[src/rtl/mem_port_arbiter.sv]
// mem_port_arbiter
//   Arbitrates one synchronous memory port between a processor requester (p_*)
//   and an I/O requester (io_*). One transfer at a time runs through
//   IDLE -> ISSUE -> (RDWAIT on reads) -> DONE -> IDLE. Every output is a register.
//
//   Optional feature macro: MEM_ARB_ROUND_ROBIN_EN
//     defined   : alternating priority on simultaneous requests, based on the
//                 last owner (which resets to I/O so the processor wins first)
//     undefined : fixed priority, the processor always wins
//
// Ports
//   clk, reset_n                  clock, asynchronous active-low reset
//   p_req/p_we/p_addr/p_wdata     processor request, write flag, address, data
//   p_gnt/p_ack                   processor owns the port / transfer done
//   io_req/io_we/io_addr/io_wdata I/O request, write flag, address, data
//   io_gnt/io_ack                 I/O owns the port / transfer done
//   rdata                         read data, updated only by reads
//   mem_addr/mem_wdata/mem_we     memory drive
//   mem_rdata                     memory read data, one cycle after mem_addr
//   busy                          high whenever the FSM is not in IDLE
module mem_port_arbiter #(
  parameter int ADDR_W = 16,
  parameter int DATA_W = 16
) (
  input  logic              clk,
  input  logic              reset_n,
  input  logic              p_req,
  input  logic              p_we,
  input  logic [ADDR_W-1:0] p_addr,
  input  logic [DATA_W-1:0] p_wdata,
  output logic              p_gnt,
  output logic              p_ack,
  input  logic              io_req,
  input  logic              io_we,
  input  logic [ADDR_W-1:0] io_addr,
  input  logic [DATA_W-1:0] io_wdata,
  output logic              io_gnt,
  output logic              io_ack,
  output logic [DATA_W-1:0] rdata,
  output logic [ADDR_W-1:0] mem_addr,
  output logic [DATA_W-1:0] mem_wdata,
  output logic              mem_we,
  input  logic [DATA_W-1:0] mem_rdata,
  output logic              busy
);

  localparam logic [1:0] S_IDLE   = 2'd0;
  localparam logic [1:0] S_ISSUE  = 2'd1;
  localparam logic [1:0] S_RDWAIT = 2'd2;
  localparam logic [1:0] S_DONE   = 2'd3;

  localparam logic OWN_P  = 1'b0;
  localparam logic OWN_IO = 1'b1;

  logic [1:0]        r_state;
  logic              r_owner;
  logic              r_we;
  logic [ADDR_W-1:0] r_mem_addr;
  logic [DATA_W-1:0] r_mem_wdata;
  logic              r_mem_we;
  logic [DATA_W-1:0] r_rdata;
  logic              r_p_gnt;
  logic              r_io_gnt;
  logic              r_p_ack;
  logic              r_io_ack;
  logic              r_busy;

  logic              w_any_req;
  logic              w_win_io;
  logic              w_win_we;
  logic [ADDR_W-1:0] w_win_addr;
  logic [DATA_W-1:0] w_win_wdata;

  assign w_any_req = p_req | io_req;

`ifdef MEM_ARB_ROUND_ROBIN_EN
  logic r_last_owner;

  // I/O wins if it is alone, or if both ask and the processor had the last turn.
  assign w_win_io = io_req & (~p_req | (r_last_owner == OWN_P));

  always_ff @(posedge clk or negedge reset_n) begin
    if (!reset_n) begin
      r_last_owner <= OWN_IO;
    end else if ((r_state == S_IDLE) && w_any_req) begin
      r_last_owner <= w_win_io;
    end
  end
`else
  assign w_win_io = io_req & ~p_req;
`endif

  assign w_win_we    = w_win_io ? io_we    : p_we;
  assign w_win_addr  = w_win_io ? io_addr  : p_addr;
  assign w_win_wdata = w_win_io ? io_wdata : p_wdata;

  // The address/data output registers double as the request latch, so inputs
  // changing after the IDLE sample cannot disturb the transfer. The ack is
  // loaded on the DONE exit edge, so it is visible in the following IDLE cycle.
  always_ff @(posedge clk or negedge reset_n) begin
    if (!reset_n) begin
      r_state     <= S_IDLE;
      r_owner     <= OWN_P;
      r_we        <= 1'b0;
      r_mem_addr  <= '0;
      r_mem_wdata <= '0;
      r_mem_we    <= 1'b0;
      r_rdata     <= '0;
      r_p_gnt     <= 1'b0;
      r_io_gnt    <= 1'b0;
      r_p_ack     <= 1'b0;
      r_io_ack    <= 1'b0;
      r_busy      <= 1'b0;
    end else begin
      r_p_ack  <= 1'b0;
      r_io_ack <= 1'b0;
      r_mem_we <= 1'b0;
      case (r_state)
        S_IDLE: begin
          if (w_any_req) begin
            r_owner     <= w_win_io;
            r_we        <= w_win_we;
            r_mem_addr  <= w_win_addr;
            r_mem_wdata <= w_win_wdata;
            r_mem_we    <= w_win_we;
            r_p_gnt     <= ~w_win_io;
            r_io_gnt    <= w_win_io;
            r_busy      <= 1'b1;
            r_state     <= S_ISSUE;
          end
        end
        S_ISSUE: begin
          r_state <= r_we ? S_DONE : S_RDWAIT;
        end
        S_RDWAIT: begin
          r_rdata <= mem_rdata;
          r_state <= S_DONE;
        end
        S_DONE: begin
          r_p_ack  <= (r_owner == OWN_P);
          r_io_ack <= (r_owner == OWN_IO);
          r_p_gnt  <= 1'b0;
          r_io_gnt <= 1'b0;
          r_busy   <= 1'b0;
          r_state  <= S_IDLE;
        end
        default: begin
          r_state <= S_IDLE;
        end
      endcase
    end
  end

  assign p_gnt     = r_p_gnt;
  assign io_gnt    = r_io_gnt;
  assign p_ack     = r_p_ack;
  assign io_ack    = r_io_ack;
  assign rdata     = r_rdata;
  assign mem_addr  = r_mem_addr;
  assign mem_wdata = r_mem_wdata;
  assign mem_we    = r_mem_we;
  assign busy      = r_busy;

endmodule
[config.mk]
export PLATFORM = sky130hd
export DESIGN_NAME = mem_port_arbiter
export DESIGN_NICKNAME = d
export VERILOG_FILES = /design/src/rtl/mem_port_arbiter.sv
export SDC_FILE = /design/constraint.sdc
export NUM_CORES = 1
export LEC_CHECK = 0
export ABC_AREA = 1
export BUFFER_PORTS_ARGS = -buffer_cell sky130_fd_sc_hd__buf_2
export CAP_MARGIN = 0
export CELL_PAD_IN_SITES_DETAIL_PLACEMENT = 1
export CELL_PAD_IN_SITES_GLOBAL_PLACEMENT = 1
export CORE_MARGIN = 3
export CORE_UTILIZATION = 33
export CTS_BUF_LIST = sky130_fd_sc_hd__clkbuf_2
export CTS_CLUSTER_DIAMETER = 150
export DETAILED_ROUTE_END_ITERATION = 10
export PLACE_DENSITY_LB_ADDON = 0.3
export SKIP_LAST_GASP = 1
export SLEW_MARGIN = 20
export SYNTH_ARGS = -nofsm -noshare
export SYNTH_HDL_FRONTEND = slang
export SYNTH_SLANG_ARGS = --single-unit
[constraint.sdc]
create_clock -name clk -period 1.6 [get_ports clk]
set_input_delay 0 -clock clk [delete_from_list [all_inputs] [get_ports clk]]
set_output_delay 0 -clock clk [all_outputs]
set_load 0.02 [all_outputs]
==> impl_metrics.py <==
metrics = {
    "status": {
        "run_status": "finished, final reports clean",
    },
    "detailed_routing": {
        "post_detailed_route_via_to_cell_ratio": 4.61,
        "routedWlPerCell_um": 15.3,
        "postRouteAntennaNets": 0,
        "dr_total_vias": 3221,
        "finalWirelength_um": 10700,
        "detailedRoute.firstIterationViolations": 63,
        "post-route-drc-count": 0,
        "first_pass_iters": 4,
    },
    "setup_path": {
        "max_stage_delay_ns": 0.43,
        "timing.setup.critical_path_class": "reg -> reg",
        "endpoint_kind": "flip-flop",
        "critical_path.startpoint_type": "flip-flop",
        "crit_path_buffers_inverters": 3,
        "critPathTopFamily": "flip-flops",
        "crit_fanout": 24,
        "cp_data_required_time_ns": 2.00,
        "cp.depth": 7,
        "cp_data_arrival_time_ns": 1.89,
        "cp_slowest_cell": "dfrtp_1",
        "crit_path_cell_chain": "inv_1 > ha_1 > inv_2 > nor2_4 > buf_12 > nand3_1 > nand2_1",
        "reg2reg_depth": 7,
    },
    "sta": {
        "hold_viol_final": 0,
        "min_period_ns": 1.49,
        "total_count_of_max_transition_violations_in_the_final_report": 0,
        "setup_tns_ns": 0,
        "max_clock_freq_ghz": 0.673,
        "relative_slew_margins": 0.600,
        "grt_setup_unrepaired": "no",
        "tightest_slew_ns": 0.598,
        "period_share": 0.929,
        "timing.clock.skew_ns": 0.0193,
        "layout_setup_ws_ns": 0.114,
        "finalSetupViolCount": 0,
    },
    "grt": {
        "grt_antenna_before_repair": 0,
        "first_global_vias": 3518,
        "grt_use_total": 0.223,
        "globalRoute.totalOverflow": 0,
        "grt_first_pass_wirelength_um": 17300,
        "maximum_number_of_pins_on_one_net_before_global_route_repair": 59,
    },
    "synth": {
        "synth_sequential_area_ratio": 0.498,
        "yosys_warnings": 0,
        "syn_area_per_cell_sq_um": 8.02,
        "asyncSetResetFlopFracSynth": 1.00,
        "synth_seq_cells": 58,
        "synth_flop_cell": "dfrtp_1",
        "synth_edf_count": 0,
        "synth.net_count": 454,
        "synthesis.instances": 363,
        "synthesis.area_sq_um": 2910,
        "synth.distinct_cells": 18,
    },
    "cells_and_area": {
        "area_growth_syn_to_layout_pct": 60.9,
        "drive_above_1_share": 0.310,
        "fill_cells": 1036,
        "finalNetCount": 680,
        "antennaDiodeCount": 0,
    },
    "floorplan": {
        "initial_core_util": 0.347,
        "floorplan.die.width_um": 99.9,
        "die_height_um": 99.9,
        "num_ports": 140,
        "num_rows": 33,
        "die_outline_area_sq_um": 9990,
        "core-area_sq_um": 8380,
    },
    "clock_network": {
        "max-clock-path-buffers": 2,
        "cts.sinks": 58,
        "insertion_delay_ns": 0.47,
        "clockRootBuffer": "clkbuf_2",
        "clk_pin_slew_ns": 0.17,
        "tritoncts": "yes",
        "cts-buffers-inserted": 9,
        "ctsHtreeMaxLevel": 3,
    },
    "hold_path": {
        "hold_path.class": "in -> async",
    },
    "place": {
        "preCtsSetupSlack_ns": 0.00235,
        "place.gp.congestion": 0.734,
        "placement.io_buffers": 139,
        "detailedPlacementHpwl_um": 6070,
    },
    "power_and_ir_drop": {
        "powerDensity_nw_per_um2": 1500,
        "leakagePower_nw": 2.71,
        "irDropWorstVdd_mv": 0.634,
        "total_power_mw": 7.04,
    },
    "flow_run": {
        "drv_cap": 0,
    },
}
[tightest hold or removal path: cells and delay by family]
family	cells	cell delay, ns
buffers and inverters	3	0.93
[logic make-up after synthesis]
group	share of synthesized area
adders and majority gates	0.0215
buffers and inverters	0.134
and+or+nand+nor	0.278
AOI/OAI and AO/OA	0.00687
DFF	0.498
muxes	0.0619
[routing by layer]
layer,track usage,vias to the layer above,share of wire
li1,-,1556,-
met1,0.256,1523,0.40
met2,0.400,126,0.51
met3,0.0535,16,0.065
met4,0.0840,0,0.018
met5,0,-,0
[cell usage in the layout (no fill, tap or decap), drive strengths merged]
master and count:
dlygate4sd3 85, nor2 4, clkbuf 11, buf 148, o21ai 5, nand3 70
nand4 1, inv 73, dfrtp 58, clkinv 5, ha 5, mux2 16
nand2 113
[synth_stat cells, types with 2 or more instances]
master,n,area (sq um)
ha_1,5,62.6
buf_6,2,22.5
clkbuf_1,2,7.51
inv_1,71,267
nor2_1,2,7.51
o21ai_0,3,15.0
inv_2,2,7.51
nand2_1,112,420
dfrtp_1,58,1450
nand3_1,70,350
mux2_2,16,180
buf_2,11,55.1
buf_4,4,30.0
[registers in the layout, summed over array words and instances (netlist names)]
signal     cells
busy           1
io_ack         1
io_gnt         1
mem_addr      16
mem_wdata     16
mem_we         1
p_ack          1
p_gnt          1
r_owner        1
r_state        2
r_we           1
rdata         16
[final cells by class]
| class | count | area [sq um] | area share |
|---|---|---|---|
| multi-input cells | 214 | 1100 | 0.235 |
| well taps | 105 | 131 | 0.0281 |
| clock buffers | 11 | 55.1 | 0.0118 |
| clock inverters | 5 | 21.3 | 0.00454 |
| flip-flops and latches | 58 | 1450 | 0.310 |
| repair buffers | 233 | 1650 | 0.353 |
| inverters | 73 | 274 | 0.0585 |
[path summary, 6_finish.rpt]
check / from / end / slack [ns]
hold / removal: reset_n / rdata[2] / 0.06
hold reg to reg: mem_addr[10] / mem_addr[10] / 0.50
setup / recovery: r_state[1] / mem_wdata[14] / 0.11
setup reg to reg: r_state[1] / mem_wdata[14] / 0.11
max in group asynchronous: reset_n / io_ack / 1.28
min in group clk: p_req / r_state[1] / 0.07
[power by group]
| group | switching (mW) | internal (mW) |
|---|---|---|
| Combinational | 2.27 | 1.46 |
| Clock | 0.508 | 0.198 |
| Sequential | 0.412 | 2.19 |
| Total | 3.19 | 3.86 |
[per-stage QoR]
stage / area, sq um / utilization / hold slack, ns / std cells
floorplan: 2910 / - / -0.296 / 363
CTS: 4680 / 0.558 / 0.00759 / 699
finish: 4680 / 0.559 / 0.0583 / 699
global route: 4680 / 0.559 / 0.0189 / 699
detailed placement: 3740 / 0.446 / 0.0259 / 597
global placement: 3740 / 0.446 / 0.0256 / 597
[what timing repair did]
action	4_1_cts	5_1_grt
gates resized for setup	0	1
hold buffers	85	0
endpoints found under the hold margin	109	0
buffers inserted	0	0
setup endpoints to repair	4	19
cloned	1	0
Note: power is estimated with default switching activity, not from simulation.
